<file path="config.mk">
export PLATFORM = sky130hd
export DESIGN_NAME = aq_gemac_tx_arbiter
export DESIGN_NICKNAME = d
export VERILOG_FILES = /design/src/rtl/aq_gemac_tx_arbiter.sv
export SDC_FILE = /design/constraint.sdc
export NUM_CORES = 1
export LEC_CHECK = 0
export ABC_AREA = 0
export CORE_ASPECT_RATIO = 0.5
export CORE_MARGIN = 2
export CORE_UTILIZATION = 32
export DETAILED_ROUTE_END_ITERATION = 10
export GPL_ROUTABILITY_DRIVEN = 0
export HOLD_SLACK_MARGIN = 0.02
export PLACE_DENSITY = 0.71
export SLEW_MARGIN = 20
export SYNTH_ARGS = -nofsm -noshare
export SYNTH_HDL_FRONTEND = slang
export SYNTH_SLANG_ARGS = --single-unit
</file>
<file path="constraint.sdc">
create_clock -name CLK -period 3.7 [get_ports CLK]
set_clock_uncertainty 0.1 [all_clocks]
set_input_delay 0.37 -clock CLK [delete_from_list [all_inputs] [get_ports CLK]]
set_output_delay 0.37 -clock CLK [all_outputs]
set_load 0.01 [all_outputs]
</file>
<file path="src/rtl/aq_gemac_tx_arbiter.sv">
// Frame-level round-robin arbiter for the single GEMAC TX buffer write port, shared by two frame sources.
// Optional idle-write watchdog enabled by defining AQ_GEMAC_TX_ARB_TIMEOUT_EN.
module aq_gemac_tx_arbiter #(
    parameter int SPACE_W        = 10,
    parameter int TIMEOUT_CYCLES = 1024
) (
    input  logic               CLK,
    input  logic               RST_N,
    input  logic               REQ0,
    input  logic               REQ1,
    input  logic [SPACE_W-1:0] LEN0,
    input  logic [SPACE_W-1:0] LEN1,
    output logic               GNT0,
    output logic               GNT1,
    input  logic               WE0,
    input  logic               WE1,
    input  logic               START0,
    input  logic               START1,
    input  logic               END0,
    input  logic               END1,
    input  logic [31:0]        DATA0,
    input  logic [31:0]        DATA1,
    output logic               TX_BUFF_WE,
    output logic               TX_BUFF_START,
    output logic               TX_BUFF_END,
    output logic [31:0]        TX_BUFF_DATA,
    input  logic               TX_BUFF_READY,
    input  logic               TX_BUFF_FULL,
    input  logic [SPACE_W-1:0] TX_BUFF_SPACE,
    output logic               ERR,
    output logic               LAST_GNT
);

    localparam int DATA_W = 32;
    localparam logic [SPACE_W:0] CNT_ONE = (SPACE_W+1)'(1);

    if (TIMEOUT_CYCLES < 2) begin : g_cfg_check
        $error("TIMEOUT_CYCLES must be at least 2");
    end

    typedef enum logic {IDLE = 1'b0, BUSY = 1'b1} state_t;

    state_t              state;
    state_t              state_nxt;

    logic                gnt_vld;
    logic                gnt_sel;
    logic                last_gnt;
    logic [SPACE_W-1:0]  len_lat;
    logic [SPACE_W-1:0]  word_cnt;

    logic                tx_we_p1;
    logic                tx_start_p1;
    logic                tx_end_p1;
    logic [DATA_W-1:0]   tx_data_p1;
    logic                err_p1;

    logic                cand;
    logic                cand_req;
    logic [SPACE_W-1:0]  cand_len;
    logic                arb_en;
    logic                grant;
    logic                len_err;
    logic                g_we;
    logic                g_start;
    logic                g_end;
    logic [DATA_W-1:0]   g_data;
    logic                o_we;
    logic                wr_fwd;
    logic                frame_end;
    logic [SPACE_W:0]    cnt_inc;
    logic                err_nxt;
    logic                timeout_fire;

`ifdef AQ_GEMAC_TX_ARB_TIMEOUT_EN
    localparam int IDLE_W = $clog2(TIMEOUT_CYCLES + 1);
    localparam logic [IDLE_W-1:0] IDLE_LIMIT = IDLE_W'(TIMEOUT_CYCLES - 1);
    localparam logic [IDLE_W-1:0] IDLE_ONE   = IDLE_W'(1);

    logic [IDLE_W-1:0] idle_cnt;

    assign timeout_fire = (state == BUSY) && !g_we && (idle_cnt == IDLE_LIMIT);

    // Watchdog: cycles spent in BUSY since the last granted write.
    always_ff @(posedge CLK) begin
        if (!RST_N) begin
            idle_cnt <= '0;
        end else if (state != BUSY || g_we) begin
            idle_cnt <= '0;
        end else begin
            idle_cnt <= idle_cnt + IDLE_ONE;
        end
    end
`else
    assign timeout_fire = 1'b0;
`endif

    // State register
    always_ff @(posedge CLK) begin
        if (!RST_N) begin
            state <= IDLE;
        end else begin
            state <= state_nxt;
        end
    end

    // Next-state logic
    always_comb begin
        state_nxt = state;
        case (state)
            IDLE:    if (grant) state_nxt = BUSY;
            BUSY:    if (frame_end || timeout_fire) state_nxt = IDLE;
            default: state_nxt = IDLE;
        endcase
    end

    // Arbitration, write steering and error detection
    always_comb begin
        cand      = 1'b0;
        cand_req  = REQ0 | REQ1;
        cand_len  = LEN0;
        arb_en    = 1'b0;
        grant     = 1'b0;
        len_err   = 1'b0;
        g_we      = 1'b0;
        g_start   = 1'b0;
        g_end     = 1'b0;
        g_data    = DATA0;
        o_we      = 1'b0;
        wr_fwd    = 1'b0;
        frame_end = 1'b0;
        cnt_inc   = {1'b0, word_cnt} + CNT_ONE;
        err_nxt   = 1'b0;

        if (REQ0 && REQ1) begin
            cand = ~last_gnt;
        end else begin
            cand = REQ1;
        end
        cand_len = cand ? LEN1 : LEN0;

        // Hold off arbitration during the grant-release cycle after a frame.
        arb_en  = (state == IDLE) && !gnt_vld && cand_req;
        len_err = arb_en && (cand_len == '0);
        grant   = arb_en && (cand_len != '0) && (cand_len <= TX_BUFF_SPACE) && TX_BUFF_READY;

        if (gnt_sel) begin
            g_we    = WE1;
            g_start = START1;
            g_end   = END1;
            g_data  = DATA1;
            o_we    = WE0;
        end else begin
            g_we    = WE0;
            g_start = START0;
            g_end   = END0;
            g_data  = DATA0;
            o_we    = WE1;
        end

        wr_fwd    = (state == BUSY) && g_we;
        frame_end = wr_fwd && g_end;

        err_nxt = len_err
                | ((state == BUSY) && o_we)
                | ((state == IDLE) && (WE0 || WE1))
                | (wr_fwd && TX_BUFF_FULL)
                | (wr_fwd && (cnt_inc > {1'b0, len_lat}))
                | (wr_fwd && g_start && (word_cnt != '0))
                | timeout_fire;
    end

    // Grant and frame bookkeeping
    always_ff @(posedge CLK) begin
        if (!RST_N) begin
            gnt_vld  <= 1'b0;
            gnt_sel  <= 1'b0;
            last_gnt <= 1'b1;
            len_lat  <= '0;
            word_cnt <= '0;
        end else begin
            if (grant) begin
                gnt_vld  <= 1'b1;
                gnt_sel  <= cand;
                last_gnt <= cand;
                len_lat  <= cand_len;
                word_cnt <= '0;
            end else if (len_err) begin
                last_gnt <= cand;
            end else if (state == IDLE && gnt_vld) begin
                gnt_vld <= 1'b0;
            end

            if (wr_fwd && (word_cnt != '1)) begin
                word_cnt <= cnt_inc[SPACE_W-1:0];
            end
        end
    end

    // Output stage p1: forwarded write and error pulse, one cycle behind the requester
    always_ff @(posedge CLK) begin
        if (!RST_N) begin
            tx_we_p1    <= 1'b0;
            tx_start_p1 <= 1'b0;
            tx_end_p1   <= 1'b0;
            tx_data_p1  <= '0;
            err_p1      <= 1'b0;
        end else begin
            err_p1 <= err_nxt;
            if (wr_fwd) begin
                tx_we_p1    <= 1'b1;
                tx_start_p1 <= g_start;
                tx_end_p1   <= g_end;
                tx_data_p1  <= g_data;
            end else if (timeout_fire) begin
                tx_we_p1    <= 1'b1;
                tx_start_p1 <= 1'b0;
                tx_end_p1   <= 1'b1;
                tx_data_p1  <= '0;
            end else begin
                tx_we_p1    <= 1'b0;
                tx_start_p1 <= 1'b0;
                tx_end_p1   <= 1'b0;
            end
        end
    end

    assign GNT0          = gnt_vld & ~gnt_sel;
    assign GNT1          = gnt_vld &  gnt_sel;
    assign LAST_GNT      = last_gnt;
    assign ERR           = err_p1;
    assign TX_BUFF_WE    = tx_we_p1;
    assign TX_BUFF_START = tx_start_p1;
    assign TX_BUFF_END   = tx_end_p1;
    assign TX_BUFF_DATA  = tx_data_p1;

endmodule
</file>
Word level (Yosys, flattened, before mapping)
Index checks and enable logic that the tools add are counted.

Register bits after elaboration: 60. Logic and storage cells: 72. Input bits: 106.

Add/sub/neg operators: 1. Order comparisons: 2. Eq/ne operators: 2. Mux-type cells: 18. Bitwise gates (word level): 11. Reduce and logical (&&, ||, !) cells: 27.

Operators with widths (count): $mux 32 (1); $mux 10 (3); $reduce_bool 10->1 (2); $logic_and 1x1->1 (17); $mux 1 (13); $add 10x1->11 const B (1); $gt 11x10->1 (1); $le 10x10->1 (1); $logic_not 10->1 (1); $ne 10x10->1 const B (1); $or 1x1->1 (6); $reduce_bool 2->1 (3); $reduce_and 2->1 (2); $not 1->1 (3); $and 1x1->1 (2); $ne 2x2->1 const B (1); $pmux 1 s2 (1); $logic_not 1->1 (1); $logic_or 1x1->1 (1).

Logic depth before layout (Yosys ltp)
Gate-level depths: netlist (run 1).

Word-level depth: 10. Depth in mapped cells: 10. Gate-level depth less buffers: 10.

Worst setup path after synthesis (run 1)
OpenSTA, ideal clock, no wires.

Path type: input-to-reg. Start: in REQ1. End: reg len_lat[0]. Stages: 9. Slack: 839 ps. Data required time: 3479 ps. Data arrival time: 2640 ps. Cells stage by stage: a21boi_2 > buf_2 > mux2_2 > ha_1 > a211oi_2 > o21bai_1 > a211o_1 > a21oi_4 > mux2_2.

Word-level cells in the longest chain between the ends: 7. Elaborated cells on any way between the ends: 10. Classes of those cells: order compare (1); mux (2); bitwise (1); reduce/logical (6).

Ends and longest elaborated chain: start, declared (line 10) `input logic REQ1,`; $logic_and 1x1->1 (line 135) `if (REQ0 && REQ1) begin`; $mux 1 * (line 135); $mux 10 * (line 140) `cand_len = cand ? LEN1 : LEN0;`; named net cand_len[7] (line 60) `logic [SPACE_W-1:0] cand_len;`; branches (longest 2 deep; another with $le 10x10->1); $logic_and 1x1->1 * (2 in a row) (line 145) `grant = arb_en && (cand_len != '0) && (cand_len <= TX_BUFF_SPACE) && TX_BUFF_READY;`; end signal, assigned (line 186) `len_lat <= cand_len;`; end, declared (line 49) `logic [SPACE_W-1:0] len_lat;`.

Mark *: on every way through the listed nets, which the timed path passes. A chain may end at the register's enable or synchronous reset.

Worst setup path in the final report (run 1)
Start: in REQ1. End: reg len_lat[8].

Same word-level chain as after synthesis.

==> impl_metrics.env, run 1 <==
export IMPL_seq_area_mm2=0.001202
export IMPL_ctsHoldBuffers=0
export IMPL_multi_input_area_mm2=0.002237
export IMPL_startpoint="REQ1"
export IMPL_required_ns=3.85
export IMPL_outcome="finished clean"
export IMPL_synth_edf_count=0
export IMPL_hold_viol=0
export IMPL_ctsLongestPathBuffers=2
export IMPL_diodes=0
export IMPL_clock_sinks=60
export IMPL_ys_flop_type="dfxtp_1"
export IMPL_cts_buffers=9
export IMPL_grt_max_degree=53
export IMPL_worstPathArrival_ns=3.42
export IMPL_worstSetupStartpointType="input pin"
export IMPL_reg2reg_depth=9
export IMPL_cts_clk_slew_worst_paths_ns=0.05
export IMPL_fmax_mhz=305.7
export IMPL_synth_seq_area_share=0.3294
export IMPL_crit_slowest_cell="clkdlybuf4s50_1"
export IMPL_powerDensity_mw_per_mm2=355.3
export IMPL_fin_nets=669
export IMPL_track_usage=0.1545
export IMPL_clk_latency_ns=0.32
export IMPL_r2r_end="len_lat[8]"
export IMPL_vias=3444
export IMPL_die_height_um=79.48
export IMPL_maxCapViolCount=0
export IMPL_peakVddDrop_uv=228.1
export IMPL_drv_slew=0
export IMPL_period_share=0.8840
export IMPL_reg2reg_from="LAST_GNT"
export IMPL_placement_rows=27
export IMPL_cp_max_fo=9
export IMPL_fin_setup_tns_ns=0
export IMPL_syn_to_final_growth_pct=50.75
export IMPL_min_path_type="reg -> reg"
export IMPL_setup_violations_final=0
export IMPL_grt_remaining_overflow=0
export IMPL_start_util=0.3300
export IMPL_htreeDepth=3
export IMPL_worstPathCellList="clkdlybuf4s50_1 > a21boi_2 > mux2_2 > ha_1 > a21oi_1 > o21ai_0 > a211o_1 > a21oi_4 > buf_4 > mux2i_1"
export IMPL_syn_cell_area_mm2=0.003646
export IMPL_finalWorstSetupSlack_ns=0.4293
export IMPL_pre_cts_ws_ns=0.1348
export IMPL_endpoint_kind="flip-flop"
export IMPL_power_leakage_nw=2.450
export IMPL_synth_nets=530
export IMPL_fillers=1047
export IMPL_drive_above_1_share=0.08257
export IMPL_chipWidth_um=155.0
export IMPL_ys_types=52
export IMPL_cp_endpoint="len_lat[8]"
export IMPL_synth_seq_cells=60
export IMPL_ys_warn_count=0
export IMPL_grt_pass1_vias=3315
export IMPL_cts_resized=0
export IMPL_drc=0
export IMPL_cts_root_buffer="clkbuf_16"
export IMPL_synthArstFlopShare=0
export IMPL_path_class="in -> reg"
export IMPL_grt_pass1_wl_mm=15.34
export IMPL_wl_per_cell_um=13.89
export IMPL_slew_headroom=0.4213
export IMPL_worst_pin_slew_ns=0.8681
export IMPL_cts_tree="done"
export IMPL_antenna_found_initial=0
export IMPL_drt_iter0_drc=150
export IMPL_ant_nets=0
export IMPL_hpwl_mm=7.468
export IMPL_rsz0062_at_grt="false"
export IMPL_finalCriticalPeriod_ns=3.271
export IMPL_core_area_mm2=0.01105
export IMPL_ff2ff_setup_slack_ns=0.68
export IMPL_slowest_delay_ns=0.51
export IMPL_drt_vias_per_instance=4.991
export IMPL_syn_inst=402
export IMPL_dieArea_mm2=0.01232
export IMPL_dr_pass1_iters=4
export IMPL_io_pin_count=145
export IMPL_finalWirelength_mm=9.583
export IMPL_io_buffers=144
export IMPL_avgSynthCellArea_um2=9.070
export IMPL_post_cts_setup_buffer_count=0
==> cells in the mapped netlist, types with 3 or more instances <==
cell type / number / area (µm²)
xnor2_1: 4 / 35.03
nor2b_1: 6 / 37.54
o31ai_1: 4 / 30.03
o21ai_1: 4 / 20.02
inv_1: 24 / 90.09
buf_2: 8 / 40.04
a31oi_1: 3 / 18.77
nand4b_1: 4 / 35.03
o21ai_0: 8 / 40.04
o211ai_1: 4 / 30.03
nand2_1: 58 / 217.7
mux2i_1: 46 / 460.4
clkbuf_1: 12 / 45.04
nor4_1: 5 / 31.28
nand4_1: 4 / 25.02
mux2_2: 10 / 112.6
ha_1: 22 / 275.3
o2bb2ai_1: 5 / 43.79
o21a_1: 4 / 30.03
a21oi_1: 8 / 40.04
nand3_1: 14 / 70.07
dfxtp_1: 60 / 1201
xor2_1: 3 / 26.28
and2_1: 5 / 31.28
nor2_1: 10 / 37.54
and3_1: 3 / 18.77
o211a_1: 33 / 330.3
==> layout make-up <==
class,count,share of cell area
multi-input combinational,294,0.4070
sequential,60,0.2188
timing repair buffer,152,0.2723
tap,145,0.03301
clock buffer,14,0.05167
inverter,24,0.01639
clock inverter,1,0.0009105
==> placed cells by master, fill, tap and decap left out, types with 3 or more instances in the layout <==
cell type        netlist  layout
a21oi_1                8       8
ha_1                  22      22
o211ai_1               4       4
o31ai_1                4       4
nor4_1                 5       5
dfxtp_1               60      59
clkbuf_16              0       9
nand2_1               58      58
nand4b_1               4       4
o21a_1                 4       3
o211a_1               33      33
nand3_1               14      14
clkdlybuf4s50_1        0     143
nor2b_1                6       6
buf_4                  0       8
nand4_1                4       4
mux2i_1               46      46
xor2_1                 3       3
and2_1                 5       5
o21ai_0                8       8
and3_1                 3       3
o21ai_1                4       4
mux2_2                10      10
nor2_1                10      10
o2bb2ai_1              5       5
a31oi_1                3       3
inv_1                 24      24
clkbuf_8               0       4
xnor2_1                4       4
==> worst max-delay path, delay by kind of cell <==
family,cells,cell delay [ns]
buffers and inverters,2,0.75
muxes,2,0.62
AOI/OAI and AO/OA,5,1.36
adders and majority gates,1,0.32
==> registers in the layout, summed over array words and instances (netlist names) <==
name / count
ERR: 1
LAST_GNT: 1
TX_BUFF_DATA: 32
TX_BUFF_END: 1
TX_BUFF_START: 1
TX_BUFF_WE: 1
gnt_sel: 1
gnt_vld: 1
len_lat: 10
state: 1
word_cnt: 10
==> layer usage <==
| metal | GRT usage | wire (µm) | up-vias |
|---|---|---|---|
| met3 | 0.05537 | 565 | 11 |
| li1 | - | - | 1735 |
| met5 | 0 | 0 | - |
| met4 | 0.03704 | 113 | 0 |
| met2 | 0.2884 | 4832 | 76 |
| met1 | 0.1689 | 4072 | 1622 |
==> report_power, final <==
part           internal [W]  switching, W  total, W
combinational      0.000260      0.000182  0.000441
clock              0.000521      0.000271  0.000792
sequential         0.000690     0.0000295  0.000720
==> cells by family (layout without fill, tap and decap cells) <==
family	count (synthesis)	in the layout	share of synthesized area
fa+ha+maj	22	22	0.07550
compound gates	85	85	0.1912
simple gates	124	124	0.1726
xor+xnor	7	7	0.01682
buf+inv	48	191	0.05731
mux	56	56	0.1572
flops	60	60	0.3294
==> per-stage QoR <==
| stage | std cells | util | instance area, µm² | hold WS (ns) | total power [W] |
|---|---|---|---|---|---|
| 6_report | 690 | 0.4976 | 5497 | 0.3556 | 0.001953 |
| 5_1_grt | 690 | 0.4976 | 5497 | 0.3649 | 0.002053 |
| 4_1_cts | 690 | 0.4976 | 5497 | 0.3605 | 0.001976 |
| 3_5_place_dp | 675 | 0.4714 | 5207 | 0.3534 | 0.001176 |
| 3_3_place_gp | 675 | 0.4714 | 5207 | 0.3437 | 0.001169 |
| 2_1_floorplan | 402 | - | 3646 | 0.3347 | 0.0009501 |
==> worst min path at each step <==
stage | start | endpoint | slack (ns) | depth (start not counted)
CTS | len_lat[6] | len_lat[6] | 0.36 | 2
detailed placement | len_lat[6] | len_lat[6] | 0.35 | 2
global route | len_lat[6] | len_lat[6] | 0.36 | 2
finish | len_lat[7] | len_lat[7] | 0.36 | 2
global placement | len_lat[8] | len_lat[8] | 0.34 | 2
floorplan | len_lat[1] | len_lat[1] | 0.33 | 2
No activity file was read; power rests on OpenSTA's default activity.
==> run 2, diff against run 1 <==
MAX_ROUTING_LAYER = met4   (was unset)
==> impl_metrics.env, run 2 (same netlist as run 1, synthesis figures left out) <==
export IMPL_outcome="finished clean"
export IMPL_path_class="in -> reg"
export IMPL_die_height_um=79.48
export IMPL_peakVddDrop_uv=226.5
export IMPL_required_ns=3.84
export IMPL_setup_violations_final=0
export IMPL_core_area_mm2=0.01105
export IMPL_start_util=0.3300
export IMPL_drc=0
export IMPL_placement_rows=27
export IMPL_clk_latency_ns=0.32
export IMPL_fmax_mhz=305.3
export IMPL_cp_max_fo=9
export IMPL_grt_remaining_overflow=0
export IMPL_worst_pin_slew_ns=0.8718
export IMPL_worst_path_buf_inv=2
export IMPL_drt_vias_per_instance=4.972
export IMPL_fin_nets=669
export IMPL_drt_iter0_drc=152
export IMPL_syn_to_final_growth_pct=50.75
export IMPL_io_pin_count=145
export IMPL_worstPathArrival_ns=3.42
export IMPL_grt_max_degree=53
export IMPL_cts_root_buffer="clkbuf_16"
export IMPL_endpoint_kind="flip-flop"
export IMPL_min_path_type="reg -> reg"
export IMPL_ctsLongestPathBuffers=2
export IMPL_track_usage=0.1587
export IMPL_slowest_delay_ns=0.51
export IMPL_period_share=0.8851
export IMPL_dieArea_mm2=0.01232
export IMPL_cts_clk_slew_worst_paths_ns=0.05
export IMPL_clock_sinks=60
export IMPL_dr_pass1_iters=4
export IMPL_fin_setup_tns_ns=0
export IMPL_maxCapViolCount=0
export IMPL_hpwl_mm=7.468
export IMPL_final_cell_mix="clkdlybuf4s50_1, dfxtp_1, nand2_1, mux2i_1, o211a_1"
export IMPL_wl_per_cell_um=13.90
export IMPL_largest_reg_flops=32
export IMPL_antenna_found_initial=0
export IMPL_powerDensity_mw_per_mm2=355.0
export IMPL_final_common_cell="clkdlybuf4s50_1"
export IMPL_power_leakage_nw=2.450
export IMPL_chipWidth_um=155.0
export IMPL_grt_pass1_vias=3319
export IMPL_drive_above_1_share=0.08257
export IMPL_finalCriticalPeriod_ns=3.275
export IMPL_worstSetupStartpointType="input pin"
export IMPL_finalWorstSetupSlack_ns=0.4251
export IMPL_vias=3431
export IMPL_finalWirelength_mm=9.593
export IMPL_diodes=0
export IMPL_grt_pass1_wl_mm=15.32
export IMPL_worstPathCellList="clkdlybuf4s50_1 > a21boi_2 > mux2_2 > ha_1 > a21oi_1 > o21ai_0 > a211o_1 > a21oi_4 > buf_4 > mux2i_1"
export IMPL_ant_nets=0
export IMPL_htreeDepth=3
export IMPL_cts_buffers=9
export IMPL_post_cts_setup_buffer_count=0
export IMPL_drv_slew=0
export IMPL_pre_cts_ws_ns=0.1348
export IMPL_cts_tree="done"
export IMPL_hold_viol=0
export IMPL_rsz0062_at_grt="false"
export IMPL_crit_slowest_cell="clkdlybuf4s50_1"
export IMPL_ctsHoldBuffers=0
export IMPL_cts_resized=0
export IMPL_io_buffers=144
export IMPL_slew_headroom=0.4188
export IMPL_path_delay_family="compound AO/OA/AOI/OAI gates"
-- run 2: stage by stage --
stage | instance area (µm²) | power [W] | util | hold slack, ns | std cells
finish | 5497 | 0.001951 | 0.4976 | 0.3557 | 690
detailed placement | 5207 | 0.001176 | 0.4714 | 0.3534 | 675
CTS | 5497 | 0.001976 | 0.4976 | 0.3605 | 690
global placement | 5207 | 0.001169 | 0.4714 | 0.3437 | 675
floorplan | 3646 | 0.0009501 | - | 0.3347 | 402
global route | 5497 | 0.002051 | 0.4976 | 0.3649 | 690
-- run 2: area by class of cell --
type,count,area (µm²)
Sequential cell,60,1202
Clock inverter,1,5.005
Tap cell,145,181.4
Multi-Input combinational cell,294,2237
Inverter,24,90.09
Clock buffer,14,284.0
Timing Repair Buffer,152,1496
Fill cell,1047,5550
-- run 2: final timing paths --
path	start	endpoint	slack, ns	cells after the start
hold reg to reg	len_lat[6]	len_lat[6]	0.36	2
hold / removal	len_lat[6]	len_lat[6]	0.36	2
setup / recovery	REQ1	len_lat[8]	0.43	10
setup reg to reg	LAST_GNT	len_lat[8]	0.68	9
-- run 2: routing by layer --
metal,track usage,vias to the layer above,part of all wire
met3,0.04832,8,0.057
met5,-,-,0
met1,0.1729,1610,0.42
li1,-,1732,-
met4,0.03704,0,0.0093
met2,0.2884,81,0.51
-- run 2: worst register-to-register path, stage by stage, from the launching register on --
cell and delay, ns:
dfxtp_1 0.33, a21boi_2 0.43, mux2_2 0.42, ha_1 0.32
a21oi_1 0.15, o21ai_0 0.15, a211o_1 0.35, a21oi_4 0.26
buf_4 0.24, mux2i_1 0.20
-- run 2: power breakdown --
part	internal, W	switching [W]
Combinational	0.000260	0.000181
Clock	0.000521	0.000270
Sequential	0.000690	0.0000295
==> run 3, diff against run 2 <==
--- a/config.mk
+++ b/config.mk
@@ -12,2 +12,3 @@
 export DETAILED_ROUTE_END_ITERATION = 10
+export DONT_BUFFER_PORTS = 1
 export GPL_ROUTABILITY_DRIVEN = 0
@@ -15,3 +16,3 @@
 export MAX_ROUTING_LAYER = met4
-export PLACE_DENSITY = 0.71
+export PLACE_DENSITY = 0.55
 export SLEW_MARGIN = 20
--- a/constraint.sdc
+++ b/constraint.sdc
@@ -4,2 +4,2 @@
 set_output_delay 0.37 -clock CLK [all_outputs]
-set_load 0.01 [all_outputs]
+set_load 0.05 [all_outputs]
==> impl_metrics.env, run 3 (same netlist as run 1, synthesis figures left out) <==
export IMPL_die_height_um=79.48
export IMPL_dr_pass1_iters=4
export IMPL_cts_buffers=9
export IMPL_hold_viol=0
export IMPL_powerDensity_mw_per_mm2=474.6
export IMPL_io_pin_count=145
export IMPL_maxCapViolCount=0
export IMPL_htreeDepth=3
export IMPL_grt_pass1_vias=2672
export IMPL_final_cell_mix="dfxtp_1, nand2_1, mux2i_1, o211a_1, inv_1"
export IMPL_drv_slew=0
export IMPL_final_common_cell="dfxtp_1"
export IMPL_chipWidth_um=155.0
export IMPL_reg2reg_depth=10
export IMPL_hold_end="LAST_GNT"
export IMPL_worstPathArrival_ns=3.12
export IMPL_fillers=1131
export IMPL_cp_max_fo=18
export IMPL_grt_pass1_wl_mm=13.50
export IMPL_io_buffers=0
export IMPL_wl_per_cell_um=15.60
export IMPL_holdCritStartpoint="RST_N"
export IMPL_largest_reg_flops=32
export IMPL_worstPathCellList="a21boi_2 > buf_4 > mux2_2 > ha_1 > a211oi_2 > o21bai_1 > a211o_1 > a21oi_4 > buf_4 > mux2i_1"
export IMPL_cts_resized=0
export IMPL_clk_latency_ns=0.33
export IMPL_grt_max_degree=79
export IMPL_slew_headroom=0.3808
export IMPL_fin_setup_tns_ns=0
export IMPL_track_usage=0.1429
export IMPL_fin_nets=523
export IMPL_clock_sinks=60
export IMPL_start_util=0.3300
export IMPL_worst_pin_slew_ns=0.9269
export IMPL_post_cts_setup_buffer_count=0
export IMPL_drc=0
export IMPL_setup_violations_final=0
export IMPL_rsz0062_at_grt="false"
export IMPL_cts_tree="done"
export IMPL_drt_iter0_drc=136
export IMPL_r2r_end="len_lat[7]"
export IMPL_min_path_type="in -> reg"
export IMPL_path_delay_family="compound AO/OA/AOI/OAI gates"
export IMPL_cp_common_cell="buf_4"
export IMPL_cts_root_buffer="clkbuf_16"
export IMPL_finalWirelength_mm=8.502
export IMPL_core_area_mm2=0.01105
export IMPL_worstSetupStartpointType="flip-flop"
export IMPL_endpoint_kind="flip-flop"
export IMPL_worst_path_buf_inv=2
export IMPL_vias=2882
export IMPL_ctsHoldBuffers=0
export IMPL_final_cell_area_mm2=0.004068
export IMPL_dieArea_mm2=0.01232
export IMPL_hpwl_mm=6.350
export IMPL_syn_to_final_growth_pct=11.56
export IMPL_outcome="finished clean"
export IMPL_peakVddDrop_uv=281.9
export IMPL_fin_cells=545
export IMPL_diodes=0
export IMPL_antenna_found_initial=0
export IMPL_drive_above_1_share=0.1100
export IMPL_fmax_mhz=337.5
export IMPL_hold_depth=1
export IMPL_crit_slowest_cell="mux2_2"
export IMPL_fin_util=0.3682
export IMPL_ctsLongestPathBuffers=2
export IMPL_ff2ff_setup_slack_ns=0.74
export IMPL_reg2reg_from="LAST_GNT"
export IMPL_required_ns=3.85
export IMPL_grt_remaining_overflow=0
export IMPL_power_leakage_nw=1.896
export IMPL_ant_nets=0
export IMPL_placement_rows=27
export IMPL_dp_cells=529
export IMPL_drt_vias_per_instance=5.288
export IMPL_period_share=0.8009
export IMPL_cts_clk_slew_worst_paths_ns=0.05
export IMPL_slowest_delay_ns=0.37
export IMPL_finalCriticalPeriod_ns=2.963
export IMPL_path_class="reg -> reg"
export IMPL_placed_cell_area_mm2=0.003756
-- run 3: cell types whose count changed in the layout (fill, tap and decap cells not counted), sizes merged --
cell	delta
clkdlybuf4s50	-143
buf	-3
clkbuf	-3
clkinvlp	+2
bufinv	+1
inv	+1
-- run 3: how the worst max path moves through the flow --
stage / slack, ns / depth (start not counted) / endpoint / start
detailed placement: 0.67 / 10 / len_lat[8] / REQ1
floorplan: 0.68 / 9 / len_lat[0] / LAST_GNT
global route: 0.55 / 10 / gnt_sel / LAST_GNT
finish: 0.74 / 10 / len_lat[7] / LAST_GNT
global placement: 0.75 / 10 / gnt_sel / REQ1
CTS: 0.74 / 10 / len_lat[8] / LAST_GNT
-- run 3: stage by stage --
stage	total power, W	hold slack [ns]	setup slack, ns
2_1_floorplan	0.001041	0.3347	0.6760
3_3_place_gp	0.001080	0.3448	0.7468
3_5_place_dp	0.001083	0.3477	0.6695
4_1_cts	0.001960	0.03580	0.7377
5_1_grt	0.002013	0.04950	0.5499
6_report	0.001930	0.06732	0.7368
-- run 3: final cells by class --
| type | count | area (µm²) | share of cell area |
|---|---|---|---|
| Clock buffer | 11 | 252.7 | 0.06213 |
| Clock inverter | 5 | 58.81 | 0.01446 |
| Inverter | 24 | 90.09 | 0.02215 |
| Multi-Input combinational cell | 294 | 2237 | 0.5500 |
| Sequential cell | 60 | 1202 | 0.2956 |
| Tap cell | 145 | 181.4 | 0.04460 |
| Timing Repair Buffer | 6 | 45.04 | 0.01107 |
-- run 3: per-layer routing --
metal,global-route usage,up-vias,part of all wire
li1,-,1441,-
met1,0.1722,1358,0.45
met2,0.2280,74,0.47
met3,0.04723,9,0.060
met4,0.04630,0,0.015
met5,-,-,0
-- run 3: worst reg2reg max path, stage by stage, from the launching register on --
cell	delay (ns)
dfxtp_1	0.32
a21boi_2	0.11
buf_4	0.22
mux2_2	0.38
ha_1	0.32
a211oi_2	0.23
o21bai_1	0.12
a211o_1	0.31
a21oi_4	0.25
buf_4	0.33
mux2i_1	0.21
-- run 3: power breakdown --
part           leakage, nW  switching, W  internal, W  total, W
sequential           0.488      0.000131     0.000689  0.000820
combinational         1.26      0.000134     0.000115  0.000249
clock                0.148      0.000303     0.000558  0.000862
total                 1.90      0.000568      0.00136   0.00193
